$ cat config.mk
export PLATFORM = sky130hd
export DESIGN_NAME = tester_status_display_flat
export DESIGN_NICKNAME = d
export VERILOG_FILES = /design/src/rtl/tester_status_display_pkg.sv /design/src/rtl/tester_status_display_if.sv /design/src/rtl/tester_status_display_bcd_to_7seg.sv /design/src/rtl/tester_status_display.sv /design/src/flat_wrapper.sv
export SDC_FILE = /design/constraint.sdc
export NUM_CORES = 1
export LEC_CHECK = 0
export CAP_MARGIN = 20
export CELL_PAD_IN_SITES_DETAIL_PLACEMENT = 0
export CELL_PAD_IN_SITES_GLOBAL_PLACEMENT = 1
export CORE_ASPECT_RATIO = 1.25
export CORE_UTILIZATION = 41
export CTS_CLUSTER_SIZE = 12
export DETAILED_ROUTE_END_ITERATION = 16
export PLACE_DENSITY = 0.83
export SETUP_SLACK_MARGIN = 0.5
export SYNTH_ARGS = -nofsm -noshare
export SYNTH_HDL_FRONTEND = slang
export SYNTH_SLANG_ARGS = --single-unit
$ cat constraint.sdc
create_clock -name clk -period 1.9 [get_ports clk]
set_input_delay 0.38 -clock clk [delete_from_list [all_inputs] [get_ports clk]]
set_output_delay 0.38 -clock clk [all_outputs]
set_load 0.03 [all_outputs]
$ cat src/rtl/tester_status_display_pkg.sv
// Shared types and constants for the tester status display: BCD digit type,
// digit count and active-high 7-segment patterns (bit0 = a, bit6 = g).
package tester_status_display_pkg;

    localparam int NUM_DIGITS = 4;

    typedef logic [3:0] bcd_t;

    localparam logic [6:0] SEG_0     = 7'h3F;
    localparam logic [6:0] SEG_1     = 7'h06;
    localparam logic [6:0] SEG_2     = 7'h5B;
    localparam logic [6:0] SEG_3     = 7'h4F;
    localparam logic [6:0] SEG_4     = 7'h66;
    localparam logic [6:0] SEG_5     = 7'h6D;
    localparam logic [6:0] SEG_6     = 7'h7D;
    localparam logic [6:0] SEG_7     = 7'h07;
    localparam logic [6:0] SEG_8     = 7'h7F;
    localparam logic [6:0] SEG_9     = 7'h6F;
    localparam logic [6:0] SEG_BLANK = 7'h00;

endpackage

$ cat src/rtl/tester_status_display_if.sv
// Strobe inputs from the tester core and the board-level display outputs.
interface tester_status_display_if
    import tester_status_display_pkg::*;
#(
    parameter int ERR_WIDTH = 10
);
    logic                  inc_pass;
    logic                  inc_err;
    logic                  clr;
    logic [6:0]            seg;
    logic                  dp;
    logic [NUM_DIGITS-1:0] dig_sel;
    logic [ERR_WIDTH-1:0]  err_leds;
    logic                  pass_wrapped;

    modport master (
        output inc_pass, inc_err, clr,
        input  seg, dp, dig_sel, err_leds, pass_wrapped
    );

    modport slave (
        input  inc_pass, inc_err, clr,
        output seg, dp, dig_sel, err_leds, pass_wrapped
    );
endinterface

$ cat src/rtl/tester_status_display_bcd_to_7seg.sv
// Combinational BCD digit to active-high segment decoder with blanking.
module tester_status_display_bcd_to_7seg
    import tester_status_display_pkg::*;
(
    input  bcd_t       i_digit,
    input  logic       i_blank,
    output logic [6:0] o_seg
);
    always_comb begin
        o_seg = SEG_BLANK;
        if (!i_blank) begin
            case (i_digit)
                4'd0:    o_seg = SEG_0;
                4'd1:    o_seg = SEG_1;
                4'd2:    o_seg = SEG_2;
                4'd3:    o_seg = SEG_3;
                4'd4:    o_seg = SEG_4;
                4'd5:    o_seg = SEG_5;
                4'd6:    o_seg = SEG_6;
                4'd7:    o_seg = SEG_7;
                4'd8:    o_seg = SEG_8;
                4'd9:    o_seg = SEG_9;
                default: o_seg = SEG_BLANK;
            endcase
        end
    end
endmodule

$ cat src/rtl/tester_status_display.sv
// Pass/error status display: BCD pass counter on a scanned 4-digit 7-segment
// display with leading-zero blanking, saturating error counter on an LED bar.
module tester_status_display
    import tester_status_display_pkg::*;
#(
    parameter int SCAN_DIV_BITS  = 14,
    parameter int ERR_WIDTH      = 10,
    parameter bit SEG_ACTIVE_LOW = 1
) (
    input  logic                    clk,
    input  logic                    rst,
    tester_status_display_if.slave  bus
);
    localparam logic POL = SEG_ACTIVE_LOW;

    logic                          r_inc_pass_d;
    bcd_t [NUM_DIGITS-1:0]         r_digits;
    logic                          r_pass_wrapped;
    logic [ERR_WIDTH-1:0]          r_err_cnt;
    logic [SCAN_DIV_BITS-1:0]      r_presc;
    logic [1:0]                    r_dig_idx;
    logic [6:0]                    r_seg;
    logic                          r_dp;
    logic [NUM_DIGITS-1:0]         r_dig_sel;

    logic                          w_pass_inc;
    logic [NUM_DIGITS:0]           w_carry;
    bcd_t [NUM_DIGITS-1:0]         w_digit_next;
    logic [NUM_DIGITS-1:0]         w_blank;
    logic [6:0]                    w_seg;
    logic [NUM_DIGITS-1:0]         w_dig_onehot;
    logic                          w_dp;

    assign w_pass_inc = bus.inc_pass & ~r_inc_pass_d;
    assign w_carry[0] = w_pass_inc;

    // Ripple-carry BCD increment plus leading-zero blanking chain from the MSD down.
    genvar gi;
    generate
        for (gi = 0; gi < NUM_DIGITS; gi++) begin : g_digit
            assign w_digit_next[gi] = !w_carry[gi]          ? r_digits[gi] :
                                      (r_digits[gi] == 4'd9) ? 4'd0 :
                                                               r_digits[gi] + 4'd1;
            assign w_carry[gi+1] = w_carry[gi] & (r_digits[gi] == 4'd9);

            if (gi == 0) begin : g_lsd
                assign w_blank[gi] = 1'b0;
            end else if (gi == NUM_DIGITS - 1) begin : g_msd
                assign w_blank[gi] = (r_digits[gi] == 4'd0);
            end else begin : g_mid
                assign w_blank[gi] = w_blank[gi+1] & (r_digits[gi] == 4'd0);
            end
        end
    endgenerate

    always_ff @(posedge clk or posedge rst) begin
        if (rst) begin
            r_inc_pass_d   <= 1'b0;
            r_digits       <= '0;
            r_pass_wrapped <= 1'b0;
            r_err_cnt      <= '0;
        end else begin
            r_inc_pass_d <= bus.inc_pass;
            if (bus.clr) begin
                r_digits       <= '0;
                r_pass_wrapped <= 1'b0;
                r_err_cnt      <= '0;
            end else begin
                r_digits <= w_digit_next;
                if (w_carry[NUM_DIGITS]) begin
                    r_pass_wrapped <= 1'b1;
                end
                if (bus.inc_err && (r_err_cnt != {ERR_WIDTH{1'b1}})) begin
                    r_err_cnt <= r_err_cnt + 1'b1;
                end
            end
        end
    end

    always_ff @(posedge clk or posedge rst) begin
        if (rst) begin
            r_presc   <= '0;
            r_dig_idx <= 2'd0;
        end else begin
            r_presc <= r_presc + 1'b1;
            if (&r_presc) begin
                r_dig_idx <= r_dig_idx + 2'd1;
            end
        end
    end

    tester_status_display_bcd_to_7seg u_bcd_to_7seg (
        .i_digit (r_digits[r_dig_idx]),
        .i_blank (w_blank[r_dig_idx]),
        .o_seg   (w_seg)
    );

    assign w_dig_onehot = NUM_DIGITS'(1) << r_dig_idx;
    assign w_dp         = (r_dig_idx == 2'd0) & r_pass_wrapped;

    // Segment, dp and select share one register stage so they switch together.
    always_ff @(posedge clk or posedge rst) begin
        if (rst) begin
            r_seg     <= {7{POL}};
            r_dp      <= POL;
            r_dig_sel <= {NUM_DIGITS{POL}};
        end else begin
            r_seg     <= w_seg ^ {7{POL}};
            r_dp      <= w_dp ^ POL;
            r_dig_sel <= w_dig_onehot ^ {NUM_DIGITS{POL}};
        end
    end

    assign bus.seg          = r_seg;
    assign bus.dp           = r_dp;
    assign bus.dig_sel      = r_dig_sel;
    assign bus.err_leds     = r_err_cnt;
    assign bus.pass_wrapped = r_pass_wrapped;

endmodule

$ cat src/flat_wrapper.sv
// flat-port wrapper written by rule: the top's interface ports become plain ports
module tester_status_display_flat import tester_status_display_pkg::*;
#(
    parameter int SCAN_DIV_BITS  = 14,
    parameter int ERR_WIDTH      = 10,
    parameter bit SEG_ACTIVE_LOW = 1
)
  (clk, rst, bus_inc_pass, bus_inc_err, bus_clr, bus_seg, bus_dp, bus_dig_sel, bus_err_leds, bus_pass_wrapped);
  tester_status_display_if #(.ERR_WIDTH(ERR_WIDTH)) bus_i ();
  input  logic clk;
  input  logic rst;
  input wire logic [$bits(bus_i.inc_pass)-1:0] bus_inc_pass;
  input wire logic [$bits(bus_i.inc_err)-1:0] bus_inc_err;
  input wire logic [$bits(bus_i.clr)-1:0] bus_clr;
  output wire logic [$bits(bus_i.seg)-1:0] bus_seg;
  output wire logic [$bits(bus_i.dp)-1:0] bus_dp;
  output wire logic [$bits(bus_i.dig_sel)-1:0] bus_dig_sel;
  output wire logic [$bits(bus_i.err_leds)-1:0] bus_err_leds;
  output wire logic [$bits(bus_i.pass_wrapped)-1:0] bus_pass_wrapped;
  assign bus_i.inc_pass = bus_inc_pass;
  assign bus_i.inc_err = bus_inc_err;
  assign bus_i.clr = bus_clr;
  assign bus_seg = bus_i.seg;
  assign bus_dp = bus_i.dp;
  assign bus_dig_sel = bus_i.dig_sel;
  assign bus_err_leds = bus_i.err_leds;
  assign bus_pass_wrapped = bus_i.pass_wrapped;
  tester_status_display #(.SCAN_DIV_BITS(SCAN_DIV_BITS), .ERR_WIDTH(ERR_WIDTH), .SEG_ACTIVE_LOW(SEG_ACTIVE_LOW)) u_core (.clk(clk), .rst(rst), .bus(bus_i));
endmodule
==> metrics.txt <==
leakage power 1.99 nW; status finished, final reports clean; Max Cap Viol 0; Worst-Skew Late Latency 0.30 ns; met1 Use GR 20.4%; Clock Skew slightly below 0.01 ns; Rows 34; Peak Freq 0.579 GHz; die span in x between 70 and 80 um; Layout fillers 631; Placed Cells 407; Reg clk slew, reported paths 0.10 ns; vias per cell about 5; Least-Margin Pin Slew 0.323 ns; io pins 28; overall power 2.23 mW; first-pass iteration count of the detailed router 4; Final min period 1.73 ns; synthesized cell area 3030 um^2; Final period util 90.9%; CTS tree done; share of cells above drive strength 1 between 40 and 50%; top-count cell post-synth dfrtp_1; synth top area cells dfrtp_1, dfstp_2, ha_1; setup total negative slack 0 ns; area of the core 7060 um^2; Setup Viol. Count Final 0; Synth top area share 36.3%; Multi-input gate area 1680 um^2; PortBufs 27; WL final 6340 um; Worst Setup Slack, final 0.173 ns; final core occ about three fifths; Max Slew Vio Count 0; Final Instance Count excl. Fillers 464; met2 GRT Util 33.0%; GRT Util Overall 17.6%; grt ovf 0; Rel. slew slack 78.5%; cts hold-fix bufs 0; Final Hold Viols 0; crit path DAT 1.94 ns; routed len/inst 13.7 um; DR iter-0 viols 91; number of synthesized register bits 56; dominant synthesized flop cell dfrtp_1; Cells after Synth 286; crit path max fanout 6; RD Place Congestion approximately 0.79; RSZ-0062 raised after global routing true; Nets 400; DIE HEIGHT just under 100 um; met3 GRT Util roughly 2.6%; CTS max path bufs 2; post-synth cell types 52; Warnings, synthesis 0; largest net degree at the start of global routing 57; pre-CTS setup slack 0.0230 ns; power density cells 538 nW/um^2; Setup crit end kind register; worst hold path class primary input to register; EDFF count, synth 0; DRC viols 0; area delta synth->final 36.6%; clk root buf clkbuf_8; Mean Syn Cell Area 10.6 um^2; CP required 2.12 ns; antenna violations before repair 0; ant diodes 0; vias in the first global route 2327; clk sinks 56; TritonCTS Buffers 5; first-pass GRT wire length roughly 11000 um; DP HPWL around 4000 um; CP Class register to register; sequential area share after synthesis around 47%; ys async rst share 100%; initial core utilization 42.9%; DRT antenna net count 0; Peak VDD IR 0.338 mV; Worst setup SP type register; DR vias 2362; register area 1440 um^2; die footprint about 7700 um^2; syn nets 313; cell taking the most area after synthesis dfrtp_1; Most Crowded Layer GR met2; top cells by count, synth dfrtp_1, inv_1, nor2_1; htree depth 2
==> where the power goes <==
part           internal (mW)  leakage (nW)  switching, mW  total [mW]
combinational         0.0900          1.24          0.116       0.206
clock                  0.425        0.0588          0.370       0.795
sequential              1.21         0.695         0.0123        1.23
==> registers in the layout, indices dropped and copies added (netlist names) <==
register	flops
u_core.bus.dig_sel	4
u_core.bus.dp	1
u_core.bus.err_leds	10
u_core.bus.pass_wrapped	1
u_core.bus.seg	7
u_core.r_dig_idx	2
u_core.r_digits	16
u_core.r_inc_pass_d	1
u_core.r_presc	14
==> what timing repair did <==
item / in CTS / in global routing
endpoints found under the hold margin: 0 / 0
setup endpoints to repair: 50 / 49
resized for setup: 139 / 50
pin swaps: 10 / 17
setup buffers: 32 / 17
==> per-layer routing <==
layer,vias to the layer above,wire (um)
li1,1164,-
met1,1162,2620
met2,34,3550
met3,2,134
met4,0,44
met5,-,0
==> final timing paths <==
path / startpoint / end / slack, ns / cells after the start
worst max-delay path: u_core.r_digits[4]$_DFFE_PP0P_ / u_core.bus.seg[3]$_DFF_PP1_ / 0.17 / 5
worst min-delay path: bus_inc_pass / u_core.r_inc_pass_d$_DFF_PP0_ / 0.30 / 1
worst max register to register: u_core.r_digits[4]$_DFFE_PP0P_ / u_core.bus.seg[3]$_DFF_PP1_ / 0.17 / 5
worst min register to register: u_core.bus.pass_wrapped$_DFFE_PP0P_ / u_core.bus.dp$_DFF_PP1_ / 0.47 / 1
max in group asynchronous: rst / u_core.bus.dp$_DFF_PP1_ / 1.11 / 3
min in group asynchronous: rst / u_core.r_presc[0]$_DFF_PP0_ / 0.48 / 3
==> cell usage in the layout, fill, tap and decap left out, types with 5 or more instances in the layout <==
| cell type | netlist | final |
|---|---|---|
| buf_4 | 1 | 64 |
| dfrtp_1 | 44 | 28 |
| nor2_1 | 23 | 23 |
| inv_1 | 27 | 21 |
| a21oi_1 | 19 | 17 |
| ha_1 | 22 | 16 |
| dfrtp_2 | 0 | 16 |
| nand2_1 | 17 | 15 |
| dfstp_2 | 12 | 12 |
| xnor2_1 | 12 | 11 |
| buf_2 | 0 | 11 |
| nand4_1 | 8 | 8 |
| nand3_1 | 11 | 8 |
| buf_6 | 2 | 8 |
| mux2i_1 | 7 | 7 |
| o21ai_1 | 2 | 6 |
| xor2_1 | 6 | 6 |
| clkbuf_8 | 0 | 6 |
| inv_2 | 0 | 5 |
| o21ai_0 | 9 | 5 |
==> kinds of logic (layout without fill, tap and decap cells) <==
family / after synthesis / count (layout) / synth area share (%)
buffers and inverters: 35 / 123 / 4.95
adder cells (fa/ha/maj): 22 / 22 / 9.08
multiplexers: 12 / 12 / 5.78
AO/OA/AOI/OAI: 47 / 47 / 10.2
flip-flops: 56 / 56 / 46.7
AND/OR/NAND/NOR: 96 / 96 / 18.1
XOR/XNOR: 18 / 18 / 5.20
==> final cells by class <==
type	instances	area share, %
Clock inverter	2	0.815
Multi-Input combinational cell	195	40.6
Sequential cell	56	34.7
Timing Repair Buffer	88	16.7
Clock buffer	6	1.99
Inverter	27	2.54
Tap cell	90	2.72
==> through the flow <==
| stage | cell area [um^2] | hold WS, ns |
|---|---|---|
| finish | 4140 | 0.295 |
| global placement | 3530 | 0.426 |
| detailed placement | 3530 | 0.435 |
| floorplan | 3100 | 0.411 |
| global route | 4140 | 0.289 |
| CTS | 3880 | 0.455 |
==> critical path, cell delays in order, from the launching register on <==
cell	delay, ns
dfrtp_2	0.47
mux4_2	0.53
ha_2	0.20
or2_1	0.24
a21oi_1	0.14
o21ai_1	0.07
(Power assumes the default switching activity.)
